[src/rtl/sensor_stim_seq.sv]
// GPIO stimulus sequencer: plays a loadable table of (pattern, dwell) entries once or in a loop.
// Optional edge counter is compiled in when SENSOR_STIM_SEQ_EDGE_CNT_EN is defined.
module sensor_stim_seq #(
    parameter int                WIDTH    = 8,
    parameter int                DEPTH    = 8,
    parameter int                DWELL_W  = 24,
    parameter logic [WIDTH-1:0]  IDLE_VAL = '0
) (
    input  logic                       clk,
    input  logic                       rst,
    input  logic                       load_we,
    input  logic [$clog2(DEPTH)-1:0]   load_addr,
    input  logic [WIDTH-1:0]           load_pattern,
    input  logic [DWELL_W-1:0]         load_dwell,
    input  logic [$clog2(DEPTH):0]     num_steps,
    input  logic                       loop_en,
    input  logic                       start,
    input  logic                       stop,
    output logic [WIDTH-1:0]           gpio_out,
    output logic                       busy,
    output logic [$clog2(DEPTH)-1:0]   step_idx,
    output logic                       step_strobe,
    output logic                       done,
    output logic [15:0]                edge_count
);

    localparam int             AW      = $clog2(DEPTH);
    localparam logic [AW:0]    DEPTH_N = (AW+1)'(DEPTH);

    typedef enum logic {IDLE, RUN} state_t;

    state_t               state;
    logic [DWELL_W-1:0]   cnt;
    logic [AW-1:0]        last_idx;
    logic                 loop_q;

    logic [WIDTH-1:0]     pat_mem   [DEPTH];
    logic [DWELL_W-1:0]   dwell_mem [DEPTH];

    logic [AW:0]          ns_clamped;
    logic                 run_stop;
    logic                 start_go;
    logic                 expire;
    logic                 at_last;
    logic                 apply_en;
    logic [AW-1:0]        apply_idx;
    logic [WIDTH-1:0]     apply_pat;
    logic [DWELL_W-1:0]   apply_dwell;

    // Table storage is deliberately not reset; contents are undefined until loaded.
    always_ff @(posedge clk) begin
        if (load_we) begin
            pat_mem[load_addr]   <= load_pattern;
            dwell_mem[load_addr] <= load_dwell;
        end
    end

    always_comb begin
        ns_clamped  = (num_steps > DEPTH_N) ? DEPTH_N : num_steps;
        run_stop    = (state == RUN) && stop;
        start_go    = start && !stop && (ns_clamped != '0);
        expire      = (state == RUN) && (cnt <= DWELL_W'(1));
        at_last     = (step_idx == last_idx);
        apply_en    = 1'b0;
        apply_idx   = '0;
        if (!run_stop) begin
            if (start_go) begin
                apply_en = 1'b1;
            end else if (expire && (!at_last || loop_q)) begin
                apply_en  = 1'b1;
                apply_idx = at_last ? '0 : step_idx + AW'(1);
            end
        end
        apply_pat   = pat_mem[apply_idx];
        // A programmed dwell of zero is treated as a one-cycle hold.
        apply_dwell = (dwell_mem[apply_idx] == '0) ? DWELL_W'(1) : dwell_mem[apply_idx];
    end

    always_ff @(posedge clk) begin
        if (rst) begin
            state       <= IDLE;
            gpio_out    <= IDLE_VAL;
            busy        <= 1'b0;
            step_idx    <= '0;
            step_strobe <= 1'b0;
            done        <= 1'b0;
            cnt         <= '0;
            last_idx    <= '0;
            loop_q      <= 1'b0;
        end else begin
            step_strobe <= 1'b0;
            done        <= 1'b0;
            if (run_stop) begin
                state <= IDLE;
                busy  <= 1'b0;
            end else begin
                if (start_go) begin
                    last_idx <= AW'(ns_clamped - (AW+1)'(1));
                    loop_q   <= loop_en;
                    state    <= RUN;
                    busy     <= 1'b1;
                end else if (expire && at_last && !loop_q) begin
                    state <= IDLE;
                    busy  <= 1'b0;
                    done  <= 1'b1;
                end else if ((state == RUN) && !expire) begin
                    cnt <= cnt - DWELL_W'(1);
                end
                if (apply_en) begin
                    gpio_out    <= apply_pat;
                    step_idx    <= apply_idx;
                    step_strobe <= 1'b1;
                    cnt         <= apply_dwell;
                end
            end
        end
    end

`ifdef SENSOR_STIM_SEQ_EDGE_CNT_EN
    logic [15:0] ec_q;

    // The start that clears the count also counts its own first entry if it changes the output.
    always_ff @(posedge clk) begin
        if (rst) begin
            ec_q <= '0;
        end else if (apply_en) begin
            if (start_go) begin
                ec_q <= (apply_pat != gpio_out) ? 16'd1 : 16'd0;
            end else if ((apply_pat != gpio_out) && (ec_q != 16'hFFFF)) begin
                ec_q <= ec_q + 16'd1;
            end
        end
    end

    assign edge_count = ec_q;
`else
    assign edge_count = '0;
`endif

endmodule
[config.mk]
export PLATFORM = sky130hd
export DESIGN_NAME = sensor_stim_seq
export DESIGN_NICKNAME = d
export VERILOG_FILES = /design/src/rtl/sensor_stim_seq.sv
export SDC_FILE = /design/constraint.sdc
export NUM_CORES = 1
export LEC_CHECK = 0
export ABC_AREA = 1
export ABC_CLOCK_PERIOD_IN_PS = 3150
export CAP_MARGIN = 20
export CORE_MARGIN = 2
export CORE_UTILIZATION = 24
export CTS_CLUSTER_DIAMETER = 60
export DETAILED_ROUTE_END_ITERATION = 12
export GPL_TIMING_DRIVEN = 0
export PLACE_DENSITY_LB_ADDON = 0.05
export SYNTH_ARGS = -nofsm -noshare
export SYNTH_HDL_FRONTEND = slang
export SYNTH_SLANG_ARGS = --single-unit
[constraint.sdc]
create_clock -name clk -period 3.15 [get_ports clk]
set_input_delay 0.315 -clock clk [delete_from_list [all_inputs] [get_ports clk]]
set_output_delay 0.315 -clock clk [all_outputs]
set_load 0.01 [all_outputs]
After elaboration in Yosys (flattened, before gate mapping)
Memories as Yosys holds them, arrays and structs flattened. A register that Yosys moved wholly into a read port is not among the register bits.
Index checks and enable logic that the tools add are counted.
Widths: inputs -> output; s select.
Operators by class
  $add $sub $neg: 3
  $lt $le $gt $ge: 2
  equal/unequal tests: 3
  muxes and demuxes: 19
  bitwise gates (word level): 1
  reduce and logical (&&, ||, !) cells: 22
Operator list (count)
  $mux 24: 5
  $le 24x1->1 const B: 1
  $logic_not 24->1: 1
  $sub 24x1->24 const B: 1
  $mux 3: 4
  $mux 1: 9
  $logic_and 1x1->1: 8
  $gt 4x4->1 const B: 1
  $logic_not 1->1: 4
  $mux 4: 1
  $reduce_and 2->1: 2
  $reduce_and 4->1: 1
  $reduce_bool 2->1: 2
  $reduce_bool 4->1: 1
  $add 3x1->3 const B: 1
  $eq 3x3->1: 1
  $reduce_or 3->1: 1
  $sub 3x1->3 const B: 1
  $ne 2x1->1 const B: 1
  $ne 2x2->1 const B: 1
  $reduce_or 2->1: 1
  $logic_or 1x1->1: 1
  $not 1->1: 1
Word-level totals
  register bits after elaboration: 34
  RAM bits: 256
  input port bits: 45
  output and inout port bits: 30
  memories kept: 2
Memory list
  dwell_mem: depth 8, bits a word 24, read ports 1, clocked after memory_dff 0, write ports 1, line 38  | logic [DWELL_W-1:0] dwell_mem [DEPTH];
  pat_mem: depth 8, bits a word 8, read ports 1, clocked after memory_dff 1, write ports 1, line 37  | logic [WIDTH-1:0] pat_mem [DEPTH];

Logic depth before layout (Yosys ltp)
An unclocked memory read counts as a cell.
  word-level depth: 11
  depth in mapped cells: 23

Least setup slack after synthesis
No wires, ideal clock.
  path type: in2reg
  start point: input num_steps[0]
  end point: register cnt[0]
  setup time: 70 ps
  arrival: 2420 ps
  slack: 660 ps
  stages on the path: 22
  path through: o31ai_1 -> nand2_1 -> ha_1 -> nand2_1 -> nand2_2 -> nand2_1 -> nor2_4 -> nand3_2 -> buf_4 -> buf_2 -> nand2_1 -> nand3_1 -> nand2_1 -> nand2_1 -> nand2_1 -> nor2_1 -> nand2_1 -> nor2_1 -> nand3_1 -> nand2_1 -> nand2_1 -> a21oi_1
Between the ends
  longest elaborated chain between the ends: 10
  elaborated cells between the ends (all ways): 16
Ends and longest elaborated chain
  start: declaration: line 15  | input logic [$clog2(DEPTH):0] num_steps,
  $gt 4x4->1: line 59  | ns_clamped = (num_steps > DEPTH_N) ? DEPTH_N : num_steps;
  $mux 4 (*): line 59
  $reduce_bool 4->1 (*): line 61  | start_go = start && !stop && (ns_clamped != '0);
  $logic_and 1x1->1 (*): line 61
  $mux 3: line 67  | if (start_go) begin
  $mux 3: line 66  | if (!run_stop) begin
  $mem_v2 8x24
  $logic_not 24->1: line 76  | apply_dwell = (dwell_mem[apply_idx] == '0) ? DWELL_W'(1) : dwell_mem[apply_idx];
  $mux 24: line 76
  $mux 24: line 109  | if (apply_en) begin
  end signal: assignment: line 107  | cnt <= cnt - DWELL_W'(1);
  end signal: assignment: line 113  | cnt <= apply_dwell;
  end: declaration: line 33  | logic [DWELL_W-1:0] cnt;
Mark *: on every way between the ends. The rest lies on a longest branch, timed or not.
A chain may end at the register's enable or synchronous reset.

Worst setup path after layout
  start point: register cnt[0]
  end point: register step_idx[0]
Between the ends
  longest elaborated chain between the ends: 7
  elaborated cells between the ends (all ways): 10
Ends and longest elaborated chain
  $le 24x1->1 (*): line 62  | expire = (state == RUN) && (cnt <= DWELL_W'(1));
  $logic_and 1x1->1 (*): line 62
  $logic_and 1x1->1 (*): line 69  | end else if (expire && (!at_last || loop_q)) begin
  $mux 1: line 69
  $mux 1: line 67
  $mux 1: line 66
  $reduce_and 2->1 (no source line)
  end signal: assignment: line 111  | step_idx <= apply_idx;
  end: declaration: line 21  | output logic [$clog2(DEPTH)-1:0] step_idx,
Marks and branches as above.

==> results.toml <==
[clock_network]
cts_root_buffer = "clkbuf_16"
clock_latency_ps = 560
cts.sinks = 298
cts_tree = "built"
htree_levels = 2
cts.clk_slew.worst_paths_ps = 50
cts_made_buffers = 41
clk_path_buf_depth = 3

[logic_synthesis]
netlist_area_mm2 = 0.01359
synth_top_cells_by_area = "edfxtp_1 (57%), nand2_1 (9.4%), dfxtp_1 (6.2%), nand3_1 (5.0%), inv_1 (4.3%)"
yosysWarnings = 0
synth_edf_count = 256
synthTopCellsByCount = "nand2_1 (339), edfxtp_1 (256), inv_1 (156), nand3_1 (135), nor2_1 (108)"
synth_ff_type = "edfxtp_1"
synth_top_area_share_pct = 56.58
synth_area_leader_cell = "edfxtp_1"
synth.distinct_cells = 35
synth_cells = 1368
syn_avg_cell_area_um2 = 9.932
synth_most_common_cell = "nand2_1"
synth_seq_area_share_pct = 62.77
ys_seq_elements = 298
async_reset_ff_share_pct = 0

[status]
status = "finished, final reports clean"

[setup_path]
cp-end-kind = "flop"
critPathKind = "flop to flop"
worstPathArrival_ps = 3450
cp_data_required_time_ps = 3560
cp-start-kind = "flop"
reg2reg_depth = 17
crit_path_max_fanout = 10

[layout]
seqCellArea_mm2 = 0.008528
nFillCells = 5994
multi_input_area_mm2 = 0.004154
nets = 1546
antenna_cells = 0
areaGrowthSynthToFinish_pct = 25.50
drive_gt1_share_pct = 12.49

[floorplanning]
die_width_um = 241.9
coreArea_mm2 = 0.05617
num_rows = 87
io-pin-count = 75
initial_utilization_pct = 24.19
die_area_mm2 = 0.05853
die_h_um = 241.9

[placement]
gp_congestion = 0.7705
numPortBuffers = 58
hpwl_um = 30460

[flow_run]
max_cap_violations = 0

[sta]
worstMarginPinSlew_ps = 922.2
finalCritPeriodShare_pct = 96.54
fin_setup_tns_ps = 0
fin_skew_ps = 24.75
timing.final.max_slew_violations = 0
hold_ws_ps = 362.9
timing.fmax_mhz = 328.8
final.min_clock_period_ps = 3041
finalSetupViolations = 0
relSlewSlack_pct = 38.37
rsz0062_at_grt = "yes"
hold_violations = 0

[detailed_routing]
final_antenna_net_count = 0
drt_iter0_markers = 615
drc = 0
wl_per_cell_um = 20.20
drtPass1Iterations = 5
viasPerCell = 4.340
vias = 9918
drt_wl_total_um = 46160

[power_and_ir_drop]
p_leak_nw = 6.727
vdd_ir_drop_max_mv = 0.3098
p_per_area_mw_per_mm2 = 601.3

[grt]
grt_pass1_vias = 9910
grt_overflow = 0
grt_max_degree = 21
grt_pass1_wl_um = 68320
grt_usage_pct = 15.88
antenna_found_initial = 0

[worst_hold_path]
hold_path_depth = 2
hold_class = "input pin to flop"
## report_power, final
group          internal [mW]  total (mW)  switching (mW)
clock                   3.00        4.81            1.81
combinational          0.310       0.922           0.612
sequential              4.45        4.52          0.0725
## sequential cells by signal, indices dropped and copies added (netlist names)
register and count:
gpio_out 8, step_idx 3, state 1, loop_q 1
dwell_mem 192, cnt 24, pat_mem 64, done 1
last_idx 3, step_strobe 1
## per-stage QoR
stage	cell area (µm²)	worst slack, ps	total power, mW	utilization, %	std cells
2_1_floorplan	13640	659.6	5.101	-	1383
3_3_place_gp	15170	-1879	5.486	27.01	2197
3_5_place_dp	15400	-952.6	5.500	27.41	2205
4_1_cts	16890	-14.55	10.38	30.06	2281
5_1_grt	17050	-131.7	10.67	30.36	2285
6_report	17050	109.0	10.25	30.36	2285
## cell type report
cell class	count	area share, %
buffer	84	3.691
inverter	159	3.500
clock buffer	52	6.567
tap	756	5.547
multi-input combinational	841	24.36
clock inverter	23	1.592
sequential	298	50.01
timing repair buffer	72	4.726
## routing by layer
layer | wire length, µm | GRT usage, % | part of all wire (%) | up-vias
met3 | 1849 | 2.149 | 4.0 | 65
met5 | 0 | 0 | 0 | -
met1 | 22570 | 22.54 | 49 | 4852
li1 | - | - | - | 4819
met2 | 20730 | 25.19 | 45 | 182
met4 | 1002 | 4.666 | 2.2 | 0
## what timing repair did
action	4_1_cts	5_1_grt
resized for setup	36	45
pin swaps	1	2
setup endpoints to repair	31	32
hold endpoints to repair	0	0
setup buffers	2	4
hold buffers	0	0
## final timing paths
check	slack, ps	end	from
max	110	step_idx[0]	cnt[0]
min	360	step_idx[2]	rst
max reg2reg	110	step_idx[0]	cnt[0]
min reg2reg	520	loop_q	loop_q
## worst max-delay path, cell delays in order, from the launching register on
cell and delay [ps]:
dfxtp_1 440, inv_1 110, ha_2 220, inv_2 80, nand2_1 50, nand2_1 120
nor2_4 60, nand3_2 90, nor2_4 40, buf_4 150, buf_2 210, nand2_1 90
nand2_1 60, nand2_2 230, clkinv_1 390, buf_2 340, o21ai_0 170, a21oi_1 50
## cell families after synthesis
logic type | share of synthesized area [%]
other cells | 0.02760
simple gates | 23.13
fa+ha+maj | 0.3684
compound gates | 5.010
xor+xnor | 0.7091
buf+inv | 7.984
flops | 62.77
## cell usage in the layout (no fill, tap or decap), types with 6 or more instances in the layout
cell type	count
nand3b_1	72
clkbuf_1	18
nand3_1	135
buf_12	9
nor2_1	97
conb_1	16
buf_2	11
clkbuf_16	43
edfxtp_1	256
o21ai_0	65
nor2_4	14
nand2_2	9
a21oi_1	11
clkbuf_4	15
o22ai_1	8
buf_6	14
xor2_1	9
dfxtp_1	42
nand2_1	335
a31oi_1	25
bufinv_16	6
or2_2	8
o32ai_1	6
inv_1	156
clkinv_1	9
clkbuf_2	8
clkdlybuf4s50_1	58
buf_4	26
nor3_1	6
Note: power is estimated with default switching activity, not from simulation.
